## src/rtl/cart_pkg.sv

```systemverilog
// Shared types and constants for the cartridge ROM/RAM controller.
package cart_pkg;

  typedef enum logic [1:0] {
    IDLE  = 2'd0,
    WR_LO = 2'd1,
    WR_HI = 2'd2,
    HOLD  = 2'd3
  } cart_st_t;

  localparam logic [15:0] CART_MAX  = 16'h4000;
  localparam logic [15:0] BANK0_MIN = 16'h1000;
  localparam logic [15:0] BANK1_MIN = 16'h2000;
  localparam logic [13:0] RAM_BASE  = 14'h3C00;

endpackage

```

## src/rtl/cart_bank_map.sv

```systemverilog
// Maps a CPU cart address plus BS0/BS1 onto the cart RAM address, gating each bank
// select by the loaded cart size. With CART_RAM_EN the top 1 KB window is remapped.
module cart_bank_map
  import cart_pkg::*;
#(
  parameter int unsigned ADDR_W = 14,
  parameter int unsigned SIZE_W = 16
) (
  input  logic [11:0]       cpu_addr,
  input  logic              cpu_bs0,
  input  logic              cpu_bs1,
  input  logic [SIZE_W-1:0] cart_size,
`ifdef CART_RAM_EN
  output logic              ram_hit,
`endif
  output logic [ADDR_W-1:0] map_addr
);

  logic        bank0_en;
  logic        bank1_en;
  logic [12:0] rom_addr;

  // A bank bit only takes effect once the cart is big enough to contain that bank.
  assign bank0_en = cpu_bs0 && (cart_size >= SIZE_W'(BANK0_MIN));
  assign bank1_en = cpu_bs1 && (cart_size >= SIZE_W'(BANK1_MIN));

  // cpu_addr[10] is dropped: the 1 KB halves are mirrors of each other.
  assign rom_addr = {bank1_en, bank0_en, cpu_addr[11], cpu_addr[9:0]};

`ifdef CART_RAM_EN
  assign ram_hit  = (cpu_addr[11:10] == 2'b11) && (cart_size <= SIZE_W'(RAM_BASE));
  assign map_addr = ram_hit ? (ADDR_W'(RAM_BASE) + ADDR_W'(cpu_addr[9:0])) : ADDR_W'(rom_addr);
`else
  logic unused_mirror_bit;
  assign unused_mirror_bit = cpu_addr[10];
  assign map_addr          = ADDR_W'(rom_addr);
`endif

endmodule

```

## src/rtl/cart_mem_ctrl.sv

```systemverilog
// Cart RAM port owner: byte-splits HPS download words, serves CPU fetches, tracks cart size
// and holds the console in reset around downloads. Optional cart RAM window: CART_RAM_EN.
module cart_mem_ctrl
  import cart_pkg::*;
#(
  parameter int unsigned ADDR_W       = 14,
  parameter int unsigned SIZE_W       = 16,
  parameter int unsigned POST_DL_HOLD = 16
) (
  input  logic              clk_sys,
  input  logic              reset,
  input  logic              ioctl_download,
  input  logic              ioctl_wr,
  input  logic [24:0]       ioctl_addr,
  input  logic [15:0]       ioctl_dout,
  output logic              ioctl_wait,
  input  logic [11:0]       cpu_addr,
  input  logic              cpu_psen_n,
  input  logic              cpu_bs0,
  input  logic              cpu_bs1,
`ifdef CART_RAM_EN
  input  logic              cpu_wr_n,
  input  logic [7:0]        cpu_din,
`endif
  output logic [7:0]        cpu_data,
  output logic [ADDR_W-1:0] mem_addr,
  output logic [7:0]        mem_din,
  output logic              mem_we,
  input  logic [7:0]        mem_q,
  output logic [SIZE_W-1:0] cart_size,
  output logic              console_res_n
);

  localparam int unsigned HOLD_W = (POST_DL_HOLD < 2) ? 1 : $clog2(POST_DL_HOLD + 1);

  cart_st_t            state_q;
  logic [HOLD_W-1:0]   hold_cnt_q;
  logic [ADDR_W-1:0]   wr_addr_q;
  logic [15:0]         wr_data_q;
  logic                wr_drop_q;
  logic                dl_q;
  logic                in_dl_q;
  logic                rd_valid_q;
  logic                dl_rise;
  logic                cpu_ok;
  logic [SIZE_W-1:0]   wr_end;
  logic [SIZE_W-1:0]   wr_end_sat;
  logic [ADDR_W-1:0]   map_addr;

  assign dl_rise = ioctl_download && !dl_q;
  // CPU owns the port only when idle and no download is running or still being wound down.
  assign cpu_ok  = (state_q == IDLE) && !ioctl_download && !in_dl_q;

  assign wr_end     = SIZE_W'(wr_addr_q) + SIZE_W'(2);
  assign wr_end_sat = (wr_end > SIZE_W'(CART_MAX)) ? SIZE_W'(CART_MAX) : wr_end;

`ifdef CART_RAM_EN
  logic ram_hit;
  logic cpu_wr_n_q;
  logic cpu_wr_fire;
  // One write per falling edge of cpu_wr_n, so a held strobe writes only once.
  assign cpu_wr_fire = cpu_ok && ram_hit && !cpu_wr_n && cpu_wr_n_q;

  always_ff @(posedge clk_sys or posedge reset) begin
    if (reset) begin
      cpu_wr_n_q <= 1'b1;
    end else begin
      cpu_wr_n_q <= cpu_wr_n;
    end
  end
`endif

  cart_bank_map #(
    .ADDR_W (ADDR_W),
    .SIZE_W (SIZE_W)
  ) u_bank_map (
    .cpu_addr  (cpu_addr),
    .cpu_bs0   (cpu_bs0),
    .cpu_bs1   (cpu_bs1),
    .cart_size (cart_size),
`ifdef CART_RAM_EN
    .ram_hit   (ram_hit),
`endif
    .map_addr  (map_addr)
  );

  always_ff @(posedge clk_sys or posedge reset) begin
    if (reset) begin
      state_q       <= HOLD;
      hold_cnt_q    <= HOLD_W'(POST_DL_HOLD);
      cart_size     <= '0;
      console_res_n <= 1'b0;
      ioctl_wait    <= 1'b0;
      wr_addr_q     <= '0;
      wr_data_q     <= '0;
      wr_drop_q     <= 1'b0;
      dl_q          <= 1'b0;
      in_dl_q       <= 1'b0;
      rd_valid_q    <= 1'b0;
    end else begin
      dl_q       <= ioctl_download;
      rd_valid_q <= cpu_ok && !cpu_psen_n;
      unique case (state_q)
        IDLE: begin
          if (ioctl_download) begin
            console_res_n <= 1'b0;
          end
          if (dl_rise) begin
            cart_size <= '0;
            in_dl_q   <= 1'b1;
          end
          if (ioctl_download && ioctl_wr) begin
            wr_addr_q  <= ioctl_addr[ADDR_W-1:0];
            wr_data_q  <= ioctl_dout;
            wr_drop_q  <= |ioctl_addr[24:ADDR_W];
            ioctl_wait <= 1'b1;
            state_q    <= WR_LO;
          end else if (in_dl_q && !ioctl_download) begin
            in_dl_q    <= 1'b0;
            hold_cnt_q <= HOLD_W'(POST_DL_HOLD);
            state_q    <= HOLD;
          end
        end
        WR_LO: begin
          state_q <= WR_HI;
        end
        WR_HI: begin
          if (!wr_drop_q && (wr_end_sat > cart_size)) begin
            cart_size <= wr_end_sat;
          end
          ioctl_wait <= 1'b0;
          state_q    <= IDLE;
        end
        HOLD: begin
          if (dl_rise) begin
            cart_size <= '0;
            in_dl_q   <= 1'b1;
            state_q   <= IDLE;
          end else if (hold_cnt_q <= HOLD_W'(1)) begin
            hold_cnt_q    <= '0;
            console_res_n <= 1'b1;
            state_q       <= IDLE;
          end else begin
            hold_cnt_q <= hold_cnt_q - HOLD_W'(1);
          end
        end
        default: begin
          state_q <= HOLD;
        end
      endcase
    end
  end

  // Port mux: download bytes win; the CPU address is only presented from IDLE.
  always_comb begin
    mem_addr = '0;
    mem_din  = '0;
    mem_we   = 1'b0;
    unique case (state_q)
      WR_LO: begin
        mem_addr = wr_addr_q;
        mem_din  = wr_data_q[7:0];
        mem_we   = !wr_drop_q;
      end
      WR_HI: begin
        mem_addr = wr_addr_q + ADDR_W'(1);
        mem_din  = wr_data_q[15:8];
        mem_we   = !wr_drop_q;
      end
      IDLE: begin
        if (cpu_ok) begin
          mem_addr = map_addr;
`ifdef CART_RAM_EN
          if (cpu_wr_fire) begin
            mem_din = cpu_din;
            mem_we  = 1'b1;
          end
`endif
        end
      end
      default: begin
        mem_addr = '0;
      end
    endcase
  end

  assign cpu_data = rd_valid_q ? mem_q : 8'hFF;

endmodule
```

## config.mk

```make
export PLATFORM = sky130hd
export DESIGN_NAME = cart_mem_ctrl
export DESIGN_NICKNAME = d
export VERILOG_FILES = /design/src/rtl/cart_pkg.sv /design/src/rtl/cart_bank_map.sv /design/src/rtl/cart_mem_ctrl.sv
export SDC_FILE = /design/constraint.sdc
export NUM_CORES = 1
export LEC_CHECK = 0
export ABC_AREA = 1
export BUFFER_PORTS_ARGS = -buffer_cell sky130_fd_sc_hd__buf_2
export CORE_UTILIZATION = 49
export CTS_BUF_LIST = sky130_fd_sc_hd__clkbuf_8
export CTS_CLUSTER_SIZE = 24
export DETAILED_ROUTE_END_ITERATION = 8
export PLACE_DENSITY = 0.91
export SETUP_SLACK_MARGIN = 0.1
export SLEW_MARGIN = 20
export SYNTH_ARGS = -nofsm -noshare
export SYNTH_HDL_FRONTEND = slang
export SYNTH_HIERARCHICAL = 1
export SYNTH_SLANG_ARGS = --single-unit
```

## constraint.sdc

```tcl
create_clock -name clk_sys -period 2.9 [get_ports clk_sys]
set_input_delay 0.145 -clock clk_sys [delete_from_list [all_inputs] [get_ports clk_sys]]
set_output_delay 0.145 -clock clk_sys [all_outputs]
set_load 0.01 [all_outputs]
```

Word level (Yosys, flattened, before mapping)
Index checks and enable logic that the tools add are counted.

word-level totals
  flip-flop bits (word level) = 59
  latch bits = 0
  RAM bits = 0
  bits in read-only memories = 0
  memories = 0

operators by class
  bitwise operators = 0
  $lt $le $gt $ge = 5
  add/sub/neg operators = 3
  $mul = 0
  equal/unequal tests = 13
  reduce and logical (&&, ||, !) cells = 27
  multiplexer cells = 29
  shift operators = 0
  div/mod/pow operators = 0

operators by type and width
  operator               number
  $pmux 14 s3            1
  $mux 16                2
  $pmux 16 s2            1
  $mux 5                 4
  $ge 16x13->1 const B   1
  $ge 16x14->1 const B   1
  $gt 15x16->1           1
  $pmux 8 s2             1
  $add 14x2->15 const B  1
  $gt 15x15->1 const B   1
  $mux 15                1
  $add 14x1->14 const B  1
  $mux 13                1
  $reduce_or 11->1       1
  $ne 2x2->1 const B     5
  $pmux 5 s2             1
  $logic_and 1x1->1      9
  $mux 1                 8
  $mux 2                 4
  $mux 8                 1
  $pmux 2 s4             1
  $reduce_and 4->1       2
  $ne 2x1->1 const B     3
  $pmux 1 s2             3
  other kinds (12)       22

Longest topological paths before layout
Gate-level depths: netlist (run 1).

  depth after elaboration = 7
  mapped depth = 26
  depth with buffers taken out = 24

Modules after synthesis
The synthesis (run 1) kept the hierarchy.

modules (own cells, without submodules)
  module         times used  area an instance (um^2)  cells an instance
  cart_mem_ctrl  1           3854.9                   553
  cart_bank_map  1           146.4                    21

Worst setup path after synthesis (run 1)
No wires, ideal clock.

  kind = flip-flop to flip-flop
  start point = register wr_addr_q[1]
  end point = register cart_size[14]
  library setup time = 0.134 ns
  arrival = 2.715 ns
  cell stages (with the launch flop) = 21
  path buffers = 1
  period minus slack after synthesis = 2.849 ns
  path slack = 0.051 ns
  path through = dfrtp_1 -> ha_1 -> nand3_2 -> o21ai_1 -> nand2_1 -> nor2_1 -> nand3_1 -> o21ai_4 -> nand2_1 -> inv_1 -> ha_1 -> a21o_1 -> nor2_1 -> nand2_1 -> nand2_1 -> nand2_1 -> nand2_1 -> nand2_1 -> nand3_1 -> clkbuf_1 -> o21ai_0

between the ends
  word-level cells in the longest chain between the ends = 7
  elaborated cells between the ends (all ways) = 9

RTL lines
  element                     RTL line              source
  start, declared             cart_mem_ctrl.sv:38   logic [ADDR_W-1:0] wr_addr_q;
  start signal, assigned      cart_mem_ctrl.sv:113  wr_addr_q <= ioctl_addr[ADDR_W-1:0];
  $add 14x2->15 (*)           cart_mem_ctrl.sv:54   assign wr_end = SIZE_W'(wr_addr_q) + SIZE_W'(2);
  $gt 15x15->1                cart_mem_ctrl.sv:55   assign wr_end_sat = (wr_end > SIZE_W'(CART_MAX)) ? SIZE_W'(CART_MAX) : wr_end;
  $mux 15 (*)                 cart_mem_ctrl.sv:55
  $gt 15x16->1                cart_mem_ctrl.sv:128  if (!wr_drop_q && (wr_end_sat > cart_size)) begin
  $logic_and 1x1->1           cart_mem_ctrl.sv:128
  $ne 2x2->1 (no line)        --
  $reduce_and 3->1 (no line)  --
  end signal, assigned        cart_mem_ctrl.sv:129  cart_size <= wr_end_sat;
  end, declared               cart_mem_ctrl.sv:30   output logic [SIZE_W-1:0] cart_size,

Every way passes the cells marked *; elsewhere a longest branch is shown, timed or not. The select of a mux whose other input is x is not followed.
A chain may end at the register's enable or synchronous reset.

Worst setup path after layout (run 1)
  start point = register wr_addr_q[1]
  end point = register cart_size[4]

Same word-level chain as after synthesis.

==> summary.md, run 1 <==
| Metric | Value |
|---|---|
| Critical path arrival | 3.39 ns |
| PortBufs | 114 |
| Initial antenna violation count | 0 |
| Placed insts | 781 |
| Max Clk Rate | 0.316 GHz |
| Detailed Route Iter0 Violations | 549 |
| DR vias | 4,598 |
| Failing checks | hold timing, setup timing |
| Hold crit path type | input port to asynchronous set/reset pin |
| Fin. Hold Viols | 2 |
| Mapped Area | 4000 um2 |
| Util after Layout | 69.5% |
| Slew Limit Fails | 0 |
| TNS Setup | -3.49 ns |
| Slew @ Worst Pin | 0.783 ns |
| Worst EP required | 3.13 ns |
| Distinct cells, synth | 39 |
| Final hold slack | -0.00478 ns |
| Power consumption | 6.17 mW |
| Post-synth EDFFs | 0 |
| Core footprint | 7810 um2 |
| Drt drc | 0 |
| Worst R2R Setup Slack | -0.26 ns |
| Max_slew headroom | 47.8% |
| Worst-path clk slew | 0.07 ns |
| Cell Rows | 32 |
| Ys flop type | dfrtp_1 |
| TritonCTS clock tree | done |
| Critical R2R Capture | cart_size[4] |
| Post-Synthesis Cells | 574 |
| Leakage | 2.77 nW |
| CTS root buf | clkbuf_8 |
| Crit share post-route | 109% |
| WP depth | 16 |
| Worst-path cell chain | ha_4 > xor2_2 > nor3b_2 > nand3_2 > o21ai_4 > nand2_2 > inv_1 > ha_4 > nand2_2 > nor2_1 > a31oi_1 > nand2_2 > nand2_4 > nand2_8 > nand2_1 > o21ai_0 |
| Chip Width | 92.4 um |
| Ratio of cells with drive above 1 in the final layout | 33.1% |
| Initial Util | 51.3% |
| Overall routing resource usage | 29.3% |
| Longest Clk Path Bufs | 2 |
| DRT Pass-1 Iters | 5 |
| Die H | 92.4 um |
| Vias per inst | 5.59 |
| Nets | 809 |
| Worst setup margin | -0.264 ns |
| Max Fanout on Critical Path | 19 |
| FF+latch count, synth | 58 |
| Max-Cap Viols | 0 |
| Outcome | finished, violations left |
| Worst setup SP type | flop |
| Launch point of the worst path | wr_addr_q[1] |
| Total routed wirelength | 13,400 um |
| Kind of cell adding the most delay to the critical path | simple AND/OR/NAND/NOR gates |
| Share of async-settable or async-resettable flops after synthesis | 100% |
| Grt ovf | 0 |
| Slowest stage cell, crit path | dfrtp_2 |
| Cell Count, Final, Fillers Out | 823 |
| # diodes | 0 |
| Reg2reg path depth | 16 |
| GPL Wtd Cong | 0.974 |
| # setup viols final | 15 |
| Crit end category | flop |
| Die ar. | 8530 um2 |
| Clock Skew | 0.00936 ns |
| Global-route wire length before repair | 19,500 um |
| Critical path class | flop to flop |
| Final min period | 3.16 ns |
| RSZ-0062 raised after global routing | yes |
| RR Startpoint | wr_addr_q[1] |
| Clock latency at the later pin of the worst-skew pair | 0.36 ns |
| Most frequent CP cell | nand2_2 |
| Vias in the first global route | 4,248 |
| Largest net degree at the start of global routing | 59 |
| Post-DP HPWL | 7930 um |
| CP endpoint | cart_size[4] |
| Yosys warnings | 6 |
| Buf/Inv on CP | 1 |
| CTS H-tree lvls | 3 |
| Syn-to-layout area delta | 35.7% |
| CTS buffer count | 9 |
| Post-synthesis sequential area ratio | 36.4% |
| Power Density | 1140 nW/um2 |
| IO Pins | 117 |
| Crit path largest cell delay | 0.45 ns |
| Syn avg cell area | 6.97 um2 |
| Antenna viol nets, final | 0 |
| WL/cell | 16.2 um |
| Clk sinks | 58 |
| Worst IR Drop VDD | 0.000625 V |
==> logic make-up after synthesis <==
family / share of synthesized area, %
and+or+nand+nor: 28.5
buffers and inverters: 12.3
AOI/OAI and AO/OA: 12.9
DFF: 36.4
adders and majority gates: 7.50
xor gates and xnor gates: 2.19
other: 0.188
==> worst min path at each step <==
stage          cells past startpoint           start       endpoint  slack (ns)
2_1_floorplan                      0  ioctl_download           dl_q        0.18
3_3_place_gp                       1  ioctl_download           dl_q        0.30
3_5_place_dp                       1  ioctl_download           dl_q        0.30
4_1_cts                            3   ioctl_dout[1]   wr_data_q[1]       0.001
5_1_grt                            3  ioctl_addr[10]  wr_addr_q[10]        0.02
6_report                           3           reset   wr_data_q[8]      -0.005
==> stage by stage <==
step,setup WS [ns],area [um2]
global route,-0.440,5430
finish,-0.264,5430
detailed placement,-0.0655,4690
CTS,0.0626,5190
floorplan,0.103,4010
global placement,0.0311,4690
==> sequential cells by signal, indices dropped and copies added, names as in the netlist, 2 cells and up <==
| name | count |
|---|---|
| hold_cnt_q | 5 |
| state_q | 2 |
| cart_size | 15 |
| wr_data_q | 16 |
| wr_addr_q | 14 |
==> cell type report <==
cell class                      instances  area, um2
Sequential cell                        58       1460
Fill cell                             560       2380
Timing Repair Buffer                  166       1020
Tap cell                              102        128
Inverter                               78        293
Clock buffer                           10        138
Multi-Input combinational cell        404       2320
Clock inverter                          5       78.8
==> cells in the mapped netlist, types with 2 or more instances <==
master | number | share of area [%]
nor4_1 | 3 | 0.47
o21ai_0 | 33 | 4.1
nand2_2 | 5 | 0.78
nor3_1 | 6 | 0.75
clkinv_1 | 2 | 0.19
buf_4 | 18 | 3.4
o21ai_1 | 10 | 1.3
nor2_2 | 5 | 0.78
o211ai_1 | 3 | 0.56
inv_1 | 75 | 7.0
nand3_1 | 17 | 2.1
buf_1 | 2 | 0.19
ha_1 | 24 | 7.5
nor2_1 | 31 | 2.9
dfstp_2 | 3 | 2.0
nand4_1 | 5 | 0.78
a31oi_1 | 12 | 1.9
nand2_1 | 198 | 19
a21oi_1 | 24 | 3.0
dfrtp_1 | 55 | 34
nand3_2 | 3 | 0.75
clkbuf_1 | 14 | 1.3
xor2_1 | 9 | 2.0
conb_1 | 2 | 0.19
==> cells in the final DEF (no fill, tap or decap), drive strengths merged <==
cell,synthesis,routed
nand2,203,203
buf,21,150
inv,76,76
dfrtp,55,55
o21ai,44,44
nor2,37,37
a21oi,25,25
ha,24,24
nand3,20,20
dlygate4sd3,0,16
a31oi,12,12
clkbuf,14,10
xor2,9,9
nor3,6,6
nand4,5,5
clkinv,2,5
nor4,3,3
o211ai,3,3
conb,2,3
dfstp,3,3
bufinv,0,2
o22ai,1,1
a21o,1,1
nor3b,1,1
o21a,1,1
or2,1,1
a32oi,1,1
o31ai,1,1
a2bb2oi,1,1
xnor2,1,1
a21boi,1,1
==> report_power, final <==
part           total (mW)  internal, mW  switching, mW
combinational        3.83          1.49           2.34
clock               0.856         0.501          0.355
sequential           1.48          1.16          0.319
total                6.17          3.15           3.02
==> per-layer routing <==
metal	part of all wire, %	GRT usage, %	vias to the layer above
li1	-	-	2079
met1	37	35.4	2056
met2	47	48.7	375
met3	10	5.99	88
met4	5.9	16.4	0
met5	0	0	-
==> worst register-to-register path, cell delays in order, from the launching register on <==
cell	delay, ns
dfrtp_2	0.45
ha_4	0.21
xor2_2	0.19
nor3b_2	0.26
nand3_2	0.15
o21ai_4	0.30
nand2_2	0.12
inv_1	0.12
ha_4	0.22
nand2_2	0.07
nor2_1	0.06
a31oi_1	0.25
nand2_2	0.14
nand2_4	0.13
nand2_8	0.12
nand2_1	0.14
o21ai_0	0.11
==> timing repair <==
action | CTS | global route
endpoints found under the setup margin | 15 | 15
pin swaps | 5 | 11
buffers inserted | 5 | 5
cloned | 1 | 0
hold endpoints to repair | 16 | 0
gates resized for setup | 22 | 49
hold buffers | 16 | 0
Note: power is estimated with default switching activity, not from simulation.
==> run 2: changes to the inputs <==
--- a/config.mk
+++ b/config.mk
@@ -8,9 +8,9 @@
 export ABC_AREA = 1
 export BUFFER_PORTS_ARGS = -buffer_cell sky130_fd_sc_hd__buf_2
-export CORE_UTILIZATION = 49
+export CORE_UTILIZATION = 23
 export CTS_BUF_LIST = sky130_fd_sc_hd__clkbuf_8
 export CTS_CLUSTER_SIZE = 24
 export DETAILED_ROUTE_END_ITERATION = 8
-export PLACE_DENSITY = 0.91
+export PLACE_DENSITY = 0.55
 export SETUP_SLACK_MARGIN = 0.1
 export SLEW_MARGIN = 20
==> constraint.sdc (replaced) <==
create_clock -name clk_sys -period 2.9 [get_ports clk_sys]
set_input_delay 0.29 -clock clk_sys [delete_from_list [all_inputs] [get_ports clk_sys]]
set_output_delay 0.29 -clock clk_sys [all_outputs]
set_load 0.01 [all_outputs]
==> run 2 against run 1 <==
  * The flow now finishes without violations
  * Utilization decreased by 35 points
  * Critical path depth is 6 higher
  * Flip-flop and latch count unchanged
==> summary.md, run 2 (same netlist as run 1, synthesis figures left out) <==
| Metric | Value |
|---|---|
| RR Startpoint | wr_addr_q[2] |
| Global-route wire length before repair | 19,200 um (-1.3%) |
| Worst Hold Launch | cpu_psen_n |
| PortBufs | 114 (unchanged) |
| Kind of cell adding the most delay to the critical path | simple AND/OR/NAND/NOR gates |
| Final hold slack | 0.0851 ns (+0.0899 ns) |
| Clk sinks | 58 (unchanged) |
| DRT Pass-1 Iters | 4 (-1) |
| Leakage | 2.88 nW (+3.8%) |
| Nets | 821 (+1.5%) |
| Worst setup SP type | flop |
| Post-DP HPWL | 9410 um (+19%) |
| Outcome | complete, no violations |
| Core footprint | 16,800 um2 (+110%) |
| Most common cell after layout, fill and taps aside | nand2_1 |
| Worst EP required | 3.15 ns (+0.02 ns) |
| Slew @ Worst Pin | 0.604 ns (-0.179 ns) |
| Detailed Route Iter0 Violations | 160 (-71%) |
| Critical R2R Capture | cart_size[13] |
| Met1 GRT Util | 17.4% (-18 points) |
| Die H | 134 um (+45%) |
| Largest net degree at the start of global routing | 27 (-54%) |
| Util after Layout | 34.1% (-35 points) |
| Hold crit path type | input port to flop |
| RSZ-0062 raised after global routing | yes |
| Critical path arrival | 3.13 ns (-0.26 ns) |
| Area of the multi-input gates | 2360 um2 (+1.8%) |
| Reg2reg path depth | 22 (+6) |
| CTS root buf | clkbuf_8 |
| Fin. Hold Viols | 0 (-2) |
| Crit path largest cell delay | 0.42 ns (-0.03 ns) |
| CTS buffer count | 9 (unchanged) |
| Antenna viol nets, final | 0 (unchanged) |
| Grt ovf | 0 (unchanged) |
| GRT met2 Usage | 23.7% (-25 points) |
| Worst IR Drop VDD | 0.000415 V (-34%) |
| Syn-to-layout area delta | 42.8% |
| Final min period | 2.88 ns (-0.280 ns) |
| Worst R2R Setup Slack | 0.02 ns (+0.28 ns) |
| Buf/Inv on CP | 3 (+2) |
| Met3 Use GR | 3.74% (-2.3 points) |
| Chip Width | 134 um (+45%) |
| Max-Cap Viols | 0 (unchanged) |
| Ratio of cells with drive above 1 in the final layout | 37.1% (+3.9 points) |
| IO Pins | 117 (unchanged) |
| Max Fanout on Critical Path | 5 (-14) |
| Crit end category | flop |
| Max_slew headroom | 59.4% (+12 points) |
| Worst-path clk slew | 0.08 ns (about the same) |
| # setup viols final | 0 (-15) |
| Total routed wirelength | 12,500 um (-6.7%) |
| Cell Rows | 47 (+47%) |
| Finished Cell Area | 5710 um2 (+5.2%) |
| Slowest stage cell, crit path | dfrtp_1 |
| Power Density | 1100 nW/um2 (-3.2%) |
| Largest register FFs | 16 (unchanged) |
| Clock Skew | 0.0132 ns (+0.00382 ns) |
| DR vias | 4,063 (-12%) |
| Initial antenna violation count | 1 (+1) |
| Drt drc | 0 (unchanged) |
| Placed insts | 924 (+18%) |
| Slew Limit Fails | 0 (unchanged) |
| TNS Setup | 0 ns (+3.49 ns) |
| Clock latency at the later pin of the worst-skew pair | 0.36 ns (about the same) |
| Critical path class | flop to flop |
| Hold depth | 2 |
| Longest Clk Path Bufs | 2 (unchanged) |
| Crit share post-route | 99.4% (-9.6 points) |
| Fillers | 1,808 (+220%) |
| GRT busiest layer | met2 |
| WL/cell | 13.1 um (-19%) |
| Worst Hold End | rd_valid_q |
| Cell Count, Final, Fillers Out | 954 (+16%) |
| TritonCTS clock tree | done |
| Vias per inst | 4.26 (-24%) |
| Max Clk Rate | 0.347 GHz (+9.7%) |
| Worst-path cell chain | ha_4 > nand3_4 > o21ai_2 > nand2_2 > nor2_2 > nand3_2 > o21ai_4 > buf_6 > nand2_4 > inv_4 > ha_4 > a21oi_2 > nor2_1 > nor2_1 > nand2_1 > nand2_1 > nand2_1 > nand2_1 > nand2_2 > nand2_4 > clkbuf_16 > o21ai_1 |
| CTS H-tree lvls | 3 (unchanged) |
| # diodes | 0 (unchanged) |
| Sequential cell area | 1460 um2 (-0.26%) |
| Dpl cell area | 5050 um2 (+7.5%) |
| Highest-count cells in the layout ignoring fill and taps | 176 x nand2_1, 114 x buf_2, 69 x inv_1, 54 x dfrtp_1, 54 x buf_4 |
| Die ar. | 17,900 um2 (+110%) |
| Reg with most FFs | wr_data_q |
| Largest registers | wr_data_q: 16 flops, cart_size: 15 flops, wr_addr_q: 14 flops |
| Initial Util | 23.9% (-27 points) |
| Overall routing resource usage | 14.0% (-15 points) |
| Most frequent CP cell | nand2_1 |
| WP depth | 22 (+6) |
| Vias in the first global route | 3,869 (-8.9%) |
| GPL Wtd Cong | 0.809 (-17%) |
-- run 2: final cells by class --
class / count / area share [%]
flip-flops and latches: 58 / 25.5
repair buffers: 178 / 19.7
clock buffers: 9 / 2.17
clock inverters: 7 / 1.38
inverters: 78 / 5.21
well taps: 220 / 4.82
multi-input cells: 404 / 41.3
-- run 2: worst register-to-register path, cell delays in order (launching register included) --
cell and delay (ns):
dfrtp_1 0.42, ha_4 0.19, nand3_4 0.12, o21ai_2 0.17
nand2_2 0.08, nor2_2 0.11, nand3_2 0.09, o21ai_4 0.17
buf_6 0.17, nand2_4 0.07, inv_4 0.06, ha_4 0.20
a21oi_2 0.12, nor2_1 0.05, nor2_1 0.09, nand2_1 0.05
nand2_1 0.05, nand2_1 0.04, nand2_1 0.07, nand2_2 0.10
nand2_4 0.13, clkbuf_16 0.18, o21ai_1 0.06
-- run 2: worst max path at each step --
stage / startpoint / end / slack [ns]
floorplan: wr_addr_q[1] / cart_size[13] / 0.10
global placement: wr_addr_q[1] / cart_size[8] / -0.09
detailed placement: wr_addr_q[1] / cart_size[3] / -0.11
CTS: wr_addr_q[1] / cart_size[3] / 0.1
global route: wr_addr_q[2] / cart_size[14] / -0.22
finish: wr_addr_q[2] / cart_size[13] / 0.02
-- run 2: power breakdown --
part | internal (mW) | switching (mW) | total, mW
combinational | 1.80 | 2.23 | 4.03
sequential | 1.16 | 0.308 | 1.46
clock | 0.402 | 0.389 | 0.791
-- run 2: through the flow --
step,total power [mW],worst slack [ns]
4_1_cts,5.68,0.0992
3_3_place_gp,4.70,-0.0949
5_1_grt,6.86,-0.216
6_report,6.28,0.0161
2_1_floorplan,3.37,0.103
3_5_place_dp,4.73,-0.114
-- run 2: per-layer routing --
metal	vias up	share of wire, %
met3	17	4.1
met5	-	0.10
met1	1847	45
met2	83	49
met4	2	1.3
li1	2114	-
-- run 2: repair_timing --
item / in CTS / in global routing
hold buffers: 1 / 0
cloned: 0 / 3
endpoints found under the hold margin: 13 / 0
setup buffers: 7 / 3
resized for setup: 19 / 66
pin swaps: 3 / 21
endpoints found under the setup margin: 15 / 15
